$ cat config.mk
export PLATFORM = sky130hd
export DESIGN_NAME = tdmi_sched
export DESIGN_NICKNAME = d
export VERILOG_FILES = /design/src/rtl/tdmi_sched_pkg.sv /design/src/rtl/tdmi_sched_fifo.sv /design/src/rtl/tdmi_sched.sv
export SDC_FILE = /design/constraint.sdc
export NUM_CORES = 1
export LEC_CHECK = 0
export ABC_CLOCK_PERIOD_IN_PS = 1790
export BUFFER_PORTS_ARGS = -buffer_cell sky130_fd_sc_hd__buf_2
export CORE_AREA = 2 2 92 94
export DETAILED_ROUTE_END_ITERATION = 7
export DIE_AREA = 0 0 94 96
export PLACE_DENSITY = 0.74
export SLEW_MARGIN = 20
export SYNTH_ARGS = -nofsm -noshare
export SYNTH_HDL_FRONTEND = slang
export SYNTH_SLANG_ARGS = --single-unit
$ cat constraint.sdc
create_clock -name clk -period 1.79 [get_ports clk]
set_clock_uncertainty 0.05 [all_clocks]
set_input_delay 0.179 -clock clk [delete_from_list [all_inputs] [get_ports clk]]
set_output_delay 0.179 -clock clk [all_outputs]
set_load 0.02 [all_outputs]
$ cat src/rtl/tdmi_sched_pkg.sv
// Shared definitions for the TDMI scheduler: register offsets, TDMI_ALL field
// layout and FSM state encodings.
package tdmi_sched_pkg;

    localparam logic [15:0] TDMI_DATA    = 16'h0000;
    localparam logic [15:0] TDMI_CHANNEL = 16'h0004;
    localparam logic [15:0] TDMI_START   = 16'h0008;
    localparam logic [15:0] TDMI_ALL     = 16'h000C;

    localparam int CHAN_LSB = 8;
    localparam int DATA_LSB = 0;
    localparam int CHAN_W   = 5;
    localparam int DATA_W   = 8;
    localparam int SMP_W    = CHAN_W + DATA_W;

    typedef enum logic [1:0] {
        ST_IDLE = 2'd0,
        ST_ARM  = 2'd1,
        ST_WAIT = 2'd2,
        ST_READ = 2'd3
    } state_e;

    function automatic logic [CHAN_W-1:0] smp_chan(input logic [SMP_W-1:0] s);
        return s[CHAN_LSB +: CHAN_W];
    endfunction

    function automatic logic [DATA_W-1:0] smp_data(input logic [SMP_W-1:0] s);
        return s[DATA_LSB +: DATA_W];
    endfunction

endpackage

$ cat src/rtl/tdmi_sched_fifo.sv
// Synchronous show-ahead sample FIFO; a pop on a full FIFO frees the slot for a
// same-cycle push.
module tdmi_sched_fifo #(
    parameter int WIDTH = 13,
    parameter int DEPTH = 4
) (
    input  logic             clk,
    input  logic             reset,
    input  logic             push_i,
    input  logic [WIDTH-1:0] wdata_i,
    input  logic             pop_i,
    output logic [WIDTH-1:0] rdata_o,
    output logic             full_o,
    output logic             empty_o
);
    localparam int AW = $clog2(DEPTH);

    logic [AW-1:0]    wr_ptr_q, rd_ptr_q;
    logic [AW:0]      count_q;
    logic [WIDTH-1:0] mem_q [DEPTH];
    logic             do_push, do_pop;

    assign full_o  = (count_q == (AW+1)'(DEPTH));
    assign empty_o = (count_q == '0);
    assign do_pop  = pop_i & ~empty_o;
    assign do_push = push_i & (~full_o | do_pop);
    assign rdata_o = mem_q[rd_ptr_q];

    always_ff @(posedge clk) begin
        if (reset) begin
            wr_ptr_q <= '0;
            rd_ptr_q <= '0;
            count_q  <= '0;
        end else begin
            if (do_push) wr_ptr_q <= wr_ptr_q + AW'(1);
            if (do_pop)  rd_ptr_q <= rd_ptr_q + AW'(1);
            count_q <= count_q + {{AW{1'b0}}, do_push} - {{AW{1'b0}}, do_pop};
        end
    end

    always_ff @(posedge clk) begin
        if (do_push) mem_q[wr_ptr_q] <= wdata_i;
    end

endmodule

$ cat src/rtl/tdmi_sched.sv
// Wishbone master that arms the TDMI block and drains its samples into a FIFO.
// Optional TDMI_SCHED_SEQCHK_EN adds a channel-sequence checker and o_seq_err.
//
//   state | meaning
//   IDLE  | disabled, pending event discarded
//   ARM   | write 1 to TDMI_START
//   WAIT  | armed, waiting for a pending sample event
//   READ  | read TDMI_ALL and queue the sample
module tdmi_sched
    import tdmi_sched_pkg::*;
#(
    parameter logic [15:0] SLAVE_BASE  = 16'h0000,
    parameter int          ACK_TIMEOUT = 16,
    parameter int          FIFO_DEPTH  = 4
) (
    input  logic        clk,
    input  logic        reset,
    input  logic        i_enable,
    input  logic        i_clr,
    input  logic        new_data_int,
    output logic [31:0] o_wb_adr,
    output logic [3:0]  o_wb_sel,
    output logic        o_wb_we,
    output logic [31:0] o_wb_dat,
    output logic        o_wb_cyc,
    output logic        o_wb_stb,
    input  logic [31:0] i_wb_dat,
    input  logic        i_wb_ack,
    input  logic        i_wb_err,
    output logic        o_smp_valid,
    output logic [4:0]  o_smp_chan,
    output logic [7:0]  o_smp_data,
    input  logic        i_smp_ready,
    output logic        o_busy,
    output logic        o_err,
`ifdef TDMI_SCHED_SEQCHK_EN
    output logic        o_seq_err,
`endif
    output logic        o_overrun
);
    localparam int TW = $clog2(ACK_TIMEOUT);

    state_e            state_q, state_d;
    logic              sync1_q, sync2_q, sync3_q, evt;
    logic              pend_q, pend_d;
    logic              cyc_q, we_q, cyc_d, we_d;
    logic [31:0]       adr_q, dat_q, adr_d, dat_d;
    logic [TW-1:0]     cnt_q;
    logic              timeout, ack_ok, bus_fail, consume;
    logic              push_req, pop, drop, fifo_full, fifo_empty;
    logic [SMP_W-1:0]  head;
    logic              err_q, ovr_q;
    logic              unused_dat;

    assign evt      = sync2_q & ~sync3_q;
    assign timeout  = cyc_q & (cnt_q == '0);
    assign ack_ok   = cyc_q & i_wb_ack & ~i_wb_err;
    assign bus_fail = cyc_q & (i_wb_err | (timeout & ~i_wb_ack));
    assign consume  = (state_q == ST_WAIT) & i_enable & pend_q;
    assign push_req = (state_q == ST_READ) & ack_ok;
    assign pop      = o_smp_valid & i_smp_ready;
    assign drop     = push_req & fifo_full & ~pop;
    assign unused_dat = ^i_wb_dat[31:SMP_W];

    always_ff @(posedge clk) begin
        if (reset) state_q <= ST_IDLE;
        else       state_q <= state_d;
    end

    always_comb begin
        state_d = state_q;
        case (state_q)
            ST_IDLE: if (i_enable) state_d = ST_ARM;
            ST_ARM: begin
                if (ack_ok)        state_d = ST_WAIT;
                else if (bus_fail) state_d = ST_IDLE;
            end
            ST_WAIT: begin
                if (!i_enable)   state_d = ST_IDLE;
                else if (pend_q) state_d = ST_READ;
            end
            ST_READ: if (ack_ok || bus_fail) state_d = ST_WAIT;
            default: state_d = ST_IDLE;
        endcase
    end

    // Bus outputs are decoded from the next state so they land in flops
    always_comb begin
        cyc_d = 1'b0;
        we_d  = 1'b0;
        adr_d = '0;
        dat_d = '0;
        case (state_d)
            ST_ARM: begin
                cyc_d = 1'b1;
                we_d  = 1'b1;
                adr_d = {SLAVE_BASE, TDMI_START};
                dat_d = 32'h1;
            end
            ST_READ: begin
                cyc_d = 1'b1;
                adr_d = {SLAVE_BASE, TDMI_ALL};
            end
            default: ;
        endcase
    end

    always_comb begin
        pend_d = pend_q;
        if (state_q == ST_IDLE) pend_d = 1'b0;
        else if (evt)           pend_d = 1'b1;
        else if (consume)       pend_d = 1'b0;
    end

    always_ff @(posedge clk) begin
        if (reset) begin
            cyc_q   <= 1'b0;
            we_q    <= 1'b0;
            adr_q   <= '0;
            dat_q   <= '0;
            cnt_q   <= TW'(ACK_TIMEOUT - 1);
            sync1_q <= 1'b0;
            sync2_q <= 1'b0;
            sync3_q <= 1'b0;
            pend_q  <= 1'b0;
            err_q   <= 1'b0;
            ovr_q   <= 1'b0;
        end else begin
            cyc_q   <= cyc_d;
            we_q    <= we_d;
            adr_q   <= adr_d;
            dat_q   <= dat_d;
            cnt_q   <= cyc_q ? cnt_q - TW'(1) : TW'(ACK_TIMEOUT - 1);
            sync1_q <= new_data_int;
            sync2_q <= sync1_q;
            sync3_q <= sync2_q;
            pend_q  <= pend_d;
            if (bus_fail)   err_q <= 1'b1;
            else if (i_clr) err_q <= 1'b0;
            // An event coinciding with pend being consumed is not lost
            if ((evt & pend_q & ~consume & (state_q != ST_IDLE)) | drop) ovr_q <= 1'b1;
            else if (i_clr) ovr_q <= 1'b0;
        end
    end

    tdmi_sched_fifo #(
        .WIDTH (SMP_W),
        .DEPTH (FIFO_DEPTH)
    ) u_fifo (
        .clk     (clk),
        .reset   (reset),
        .push_i  (push_req),
        .wdata_i (i_wb_dat[SMP_W-1:0]),
        .pop_i   (pop),
        .rdata_o (head),
        .full_o  (fifo_full),
        .empty_o (fifo_empty)
    );

`ifdef TDMI_SCHED_SEQCHK_EN
    logic              seq_vld_q, seq_err_q;
    logic [CHAN_W-1:0] seq_exp_q, rx_chan;

    assign rx_chan   = i_wb_dat[CHAN_LSB +: CHAN_W];
    assign o_seq_err = seq_err_q;

    always_ff @(posedge clk) begin
        if (reset) begin
            seq_vld_q <= 1'b0;
            seq_exp_q <= '0;
            seq_err_q <= 1'b0;
        end else begin
            seq_err_q <= 1'b0;
            if (state_q == ST_ARM) begin
                seq_vld_q <= 1'b0;
            end else if (push_req && (!fifo_full || pop)) begin
                seq_vld_q <= 1'b1;
                seq_exp_q <= rx_chan + CHAN_W'(1);
                seq_err_q <= seq_vld_q & (rx_chan != seq_exp_q);
            end
        end
    end
`endif

    assign o_wb_adr    = adr_q;
    assign o_wb_sel    = 4'hF;
    assign o_wb_we     = we_q;
    assign o_wb_dat    = dat_q;
    assign o_wb_cyc    = cyc_q;
    assign o_wb_stb    = cyc_q;
    assign o_smp_valid = ~fifo_empty;
    assign o_smp_chan  = smp_chan(head);
    assign o_smp_data  = smp_data(head);
    assign o_busy      = (state_q != ST_IDLE);
    assign o_err       = err_q;
    assign o_overrun   = ovr_q;

endmodule
==> summary.txt <==
Outcome
  • Status: complete, but fails checks
  • Violated checks: negative setup slack

Placement
  • Post-detailed-placement half-perimeter wirelength: 3.47 mm
  • Input/output buffers: 43
  • Routability cong.: 0.739

Synthesis
  • Count of unique library cells instantiated by Yosys: 38
  • YS warnings: 0
  • Syn avg cell area: 14.1 um^2
  • Portion of the post-synthesis area used by sequential elements: 59.0%
  • Most used flip-flop cell after synthesis: sky130_fd_sc_hd__edfxtp_1
  • Flip-flop and latch count after synthesis: 76
  • Gate count of the mapped netlist: 245
  • Count of flip-flops with a built-in enable after synthesis: 52
  • Post-synth ARST share: 0%
  • Netlist area before placement: 0.00346 mm^2

Setup path
  • CP top delay family: adder cells
  • Kind of critical path: register to register
  • Critical-path maximum fanout: 2
  • CP endpoint kind: register
  • Delay of the slowest cell on the worst path: 520 ps
  • CP startpoint kind: register
  • CP Cell Sequence: o31a_1 > ha_1 > inv_1 > ha_1 > inv_1 > fa_2 > nor2_1
  • Critical Path RT: 1960 ps
  • CP arrival: 2030 ps
  • Cell at the slowest stage of the critical path: sky130_fd_sc_hd__fa_2
  • WP buf/inv: 2

Floorplan
  • Number of rows created at floorplan: 33
  • Core area: 0.00805 mm^2
  • # IOs: 128
  • Die ar.: 0.00902 mm^2
  • Height of the chip: 96 um
  • Initial core utilization: 43.0%
  • Chip Width: 94 um

Timing
  • Fin crit share: 104%
  • Upper clock frequency limit: 537 MHz
  • Hold Violations, Final: 0
  • Final setup violation count: 2
  • Worst slack on hold paths: 18.7 ps
  • Setup TNS Final: -115 ps
  • RSZ-0062 raised after global routing: yes
  • Final worst-path setup slack: -70.8 ps
  • Final count of pins violating max slew: 0
  • Crit path time final: 1860 ps

Global route
  • Number of antenna violations at the first check in global routing: 0
  • Wire length of the first global-routing pass: 7.89 mm
  • Number of global-route vias before repair: 1,672
  • Maximum number of pins on one net before global-route repair: 18
  • Tot GR Track Use: 11.8%
  • Sum of overflow across all layers after global routing: 0

Drt
  • Total number of vias: 1,782
  • Wire length after detailed routing: 5.19 mm
  • Post-DR vias/cell: 4.18
  • Iter 0 DRT Violations: 65
  • Antenna-violating nets left: 0
  • Remaining routing DRC violations: 0
  • Average routed wire per standard cell: 12.2 um
  • Number of detailed-routing iterations run before antenna repair: 4

Power and ir drop
  • Static leakage: 0.00164 uW
  • Worst voltage drop across the vdd grid: 0.000812 V
  • Power density over the cells: 1150 mW/mm^2

Clocking
  • Clock latency at the later pin of the worst-skew pair: 340 ps
  • Clock-pin slew on the worst setup and hold paths: 70 ps
  • Clock sink count: 76
  • Clock tree from TritonCTS: built
  • H-tree depth: 3
  • CTS max path bufs: 2
  • Number of buffers added by the clock tree synthesis step: 9
  • Root buffer selected by CTS: sky130_fd_sc_hd__clkbuf_8

Worst hold path
  • Type of the tightest min-delay check: input pin to register

Layout
  • Nets@finish: 365
  • Proportion of layout cells with a drive suffix above 1: 30.5%
  • Signed area change from the synthesized netlist to the final layout: 16.7%
  • Fillcell total: 702
  • Number of antenna cells inserted: 0

Run
  • Number of maximum-capacitance constraint violations: 0
==> metrics by stage <==
stage	util [%]	cells	total power [uW]	setup WS, ps	cell area (um^2)
final	50.2	426	4650	-70.8	4040
after global routing	50.2	426	4890	-124	4040
after CTS	48.8	424	4510	-66.4	3930
after detailed placement	44.7	394	3280	-65.3	3600
after global placement	44.7	394	3260	-53.0	3600
after floorplan	-	308	3030	-89.9	3700
==> cell usage after synthesis, types with 2 or more instances <==
master	n	area [um^2]
sky130_fd_sc_hd__ha_1	8	100
sky130_fd_sc_hd__mux2i_1	2	20.0
sky130_fd_sc_hd__nand2_1	7	26.3
sky130_fd_sc_hd__a21oi_1	3	15.0
sky130_fd_sc_hd__mux4_2	13	293
sky130_fd_sc_hd__nor2_1	11	41.3
sky130_fd_sc_hd__nor3_1	3	15.0
sky130_fd_sc_hd__nor2b_1	7	43.8
sky130_fd_sc_hd__inv_1	10	37.5
sky130_fd_sc_hd__and2_2	4	30.0
sky130_fd_sc_hd__edfxtp_1	52	1560
sky130_fd_sc_hd__conb_1	2	7.51
sky130_fd_sc_hd__xnor2_1	5	43.8
sky130_fd_sc_hd__buf_4	69	518
sky130_fd_sc_hd__dfxtp_1	24	480
sky130_fd_sc_hd__xor2_1	2	17.5
sky130_fd_sc_hd__o21ai_0	2	10.0
==> final cells by class <==
class | count | area (um^2) | area share, %
Multi-Input combinational cell | 149 | 1090 | 27.1
Sequential cell | 76 | 2050 | 50.7
Tap cell | 105 | 131 | 3.25
Clock inverter | 6 | 41.3 | 1.02
Inverter | 11 | 41.3 | 1.02
Clock buffer | 10 | 128 | 3.16
Timing Repair Buffer | 69 | 554 | 13.7
==> kinds of logic after synthesis <==
| family | Yosys count | share of synthesized area, % |
|---|---|---|
| xor+xnor | 7 | 1.77 |
| fa+ha+maj | 9 | 3.47 |
| flops | 76 | 59.0 |
| compound gates | 10 | 1.81 |
| buf+inv | 83 | 16.7 |
| simple gates | 43 | 8.02 |
| other cells | 2 | 0.217 |
| mux | 15 | 9.04 |
==> state kept, by name, summed over array words and instances (netlist names), named ones only <==
name and flops:
cnt_q 4, o_err 1, o_overrun 1, o_wb_adr 1, o_wb_cyc 1, o_wb_dat 1
pend_q 1, state_q 2, sync1_q 1, sync2_q 1, sync3_q 1, u_fifo.count_q 3
u_fifo.mem_q 52, u_fifo.rd_ptr_q 2, u_fifo.wr_ptr_q 2
==> layer usage <==
metal  vias up  global-route usage [%]  part of all wire, %
li1        859                       -                    -
met1       862                    14.1                   43
met2        54                    19.6                   51
met3         7                    4.70                  5.4
met4         0                    3.99                  1.3
met5         -                       0                    0
==> worst reg2reg max path, stage by stage (launching register included) <==
cell and delay [ps]:
sky130_fd_sc_hd__dfxtp_1 320, sky130_fd_sc_hd__o31a_1 310, sky130_fd_sc_hd__ha_1 270, sky130_fd_sc_hd__inv_1 60
sky130_fd_sc_hd__ha_1 120, sky130_fd_sc_hd__inv_1 50, sky130_fd_sc_hd__fa_2 520, sky130_fd_sc_hd__nor2_1 40
==> placed cells by master (no fill, tap or decap), types with 3 or more instances in the layout <==
| cell type | count |
|---|---|
| sky130_fd_sc_hd__a21oi_1 | 3 |
| sky130_fd_sc_hd__conb_1 | 65 |
| sky130_fd_sc_hd__ha_1 | 8 |
| sky130_fd_sc_hd__edfxtp_1 | 52 |
| sky130_fd_sc_hd__dlygate4sd3_1 | 12 |
| sky130_fd_sc_hd__mux4_2 | 13 |
| sky130_fd_sc_hd__buf_4 | 12 |
| sky130_fd_sc_hd__nor2b_1 | 7 |
| sky130_fd_sc_hd__inv_1 | 10 |
| sky130_fd_sc_hd__and2_4 | 4 |
| sky130_fd_sc_hd__buf_6 | 13 |
| sky130_fd_sc_hd__xnor2_1 | 4 |
| sky130_fd_sc_hd__nor3_1 | 3 |
| sky130_fd_sc_hd__buf_2 | 30 |
| sky130_fd_sc_hd__dfxtp_1 | 22 |
| sky130_fd_sc_hd__clkbuf_8 | 9 |
| sky130_fd_sc_hd__nand2_1 | 7 |
| sky130_fd_sc_hd__nor2_1 | 11 |
==> final timing paths <==
kind | start | end | slack [ps] | cells past startpoint
worst min register to register | cnt_q[0]$_SDFF_PP1_ | cnt_q[0]$_SDFF_PP1_ | 350 | 1
worst max-delay path | u_fifo.count_q[2]$_SDFF_PP0_ | u_fifo.count_q[1]$_SDFF_PP0_ | -70 | 7
worst max register to register | u_fifo.count_q[2]$_SDFF_PP0_ | u_fifo.count_q[1]$_SDFF_PP0_ | -70 | 7
worst min-delay path | i_wb_dat[11] | u_fifo.mem_q[0][11]$_DFFE_PP_ | 20 | 1
==> repair_timing <==
| item | in CTS | in global routing |
|---|---|---|
| pin swaps | 1 | 2 |
| endpoints found under the hold margin | 45 | 0 |
| buffers inserted | 1 | 2 |
| cloned | 1 | 0 |
| setup endpoints to repair | 15 | 60 |
| resized for setup | 4 | 30 |
| hold buffers | 12 | 0 |
==> power breakdown <==
group | internal, uW | switching (uW)
registers | 1960 | 60.1
clock network | 499 | 591
logic | 798 | 737
Note: power is estimated with default switching activity, not from simulation.
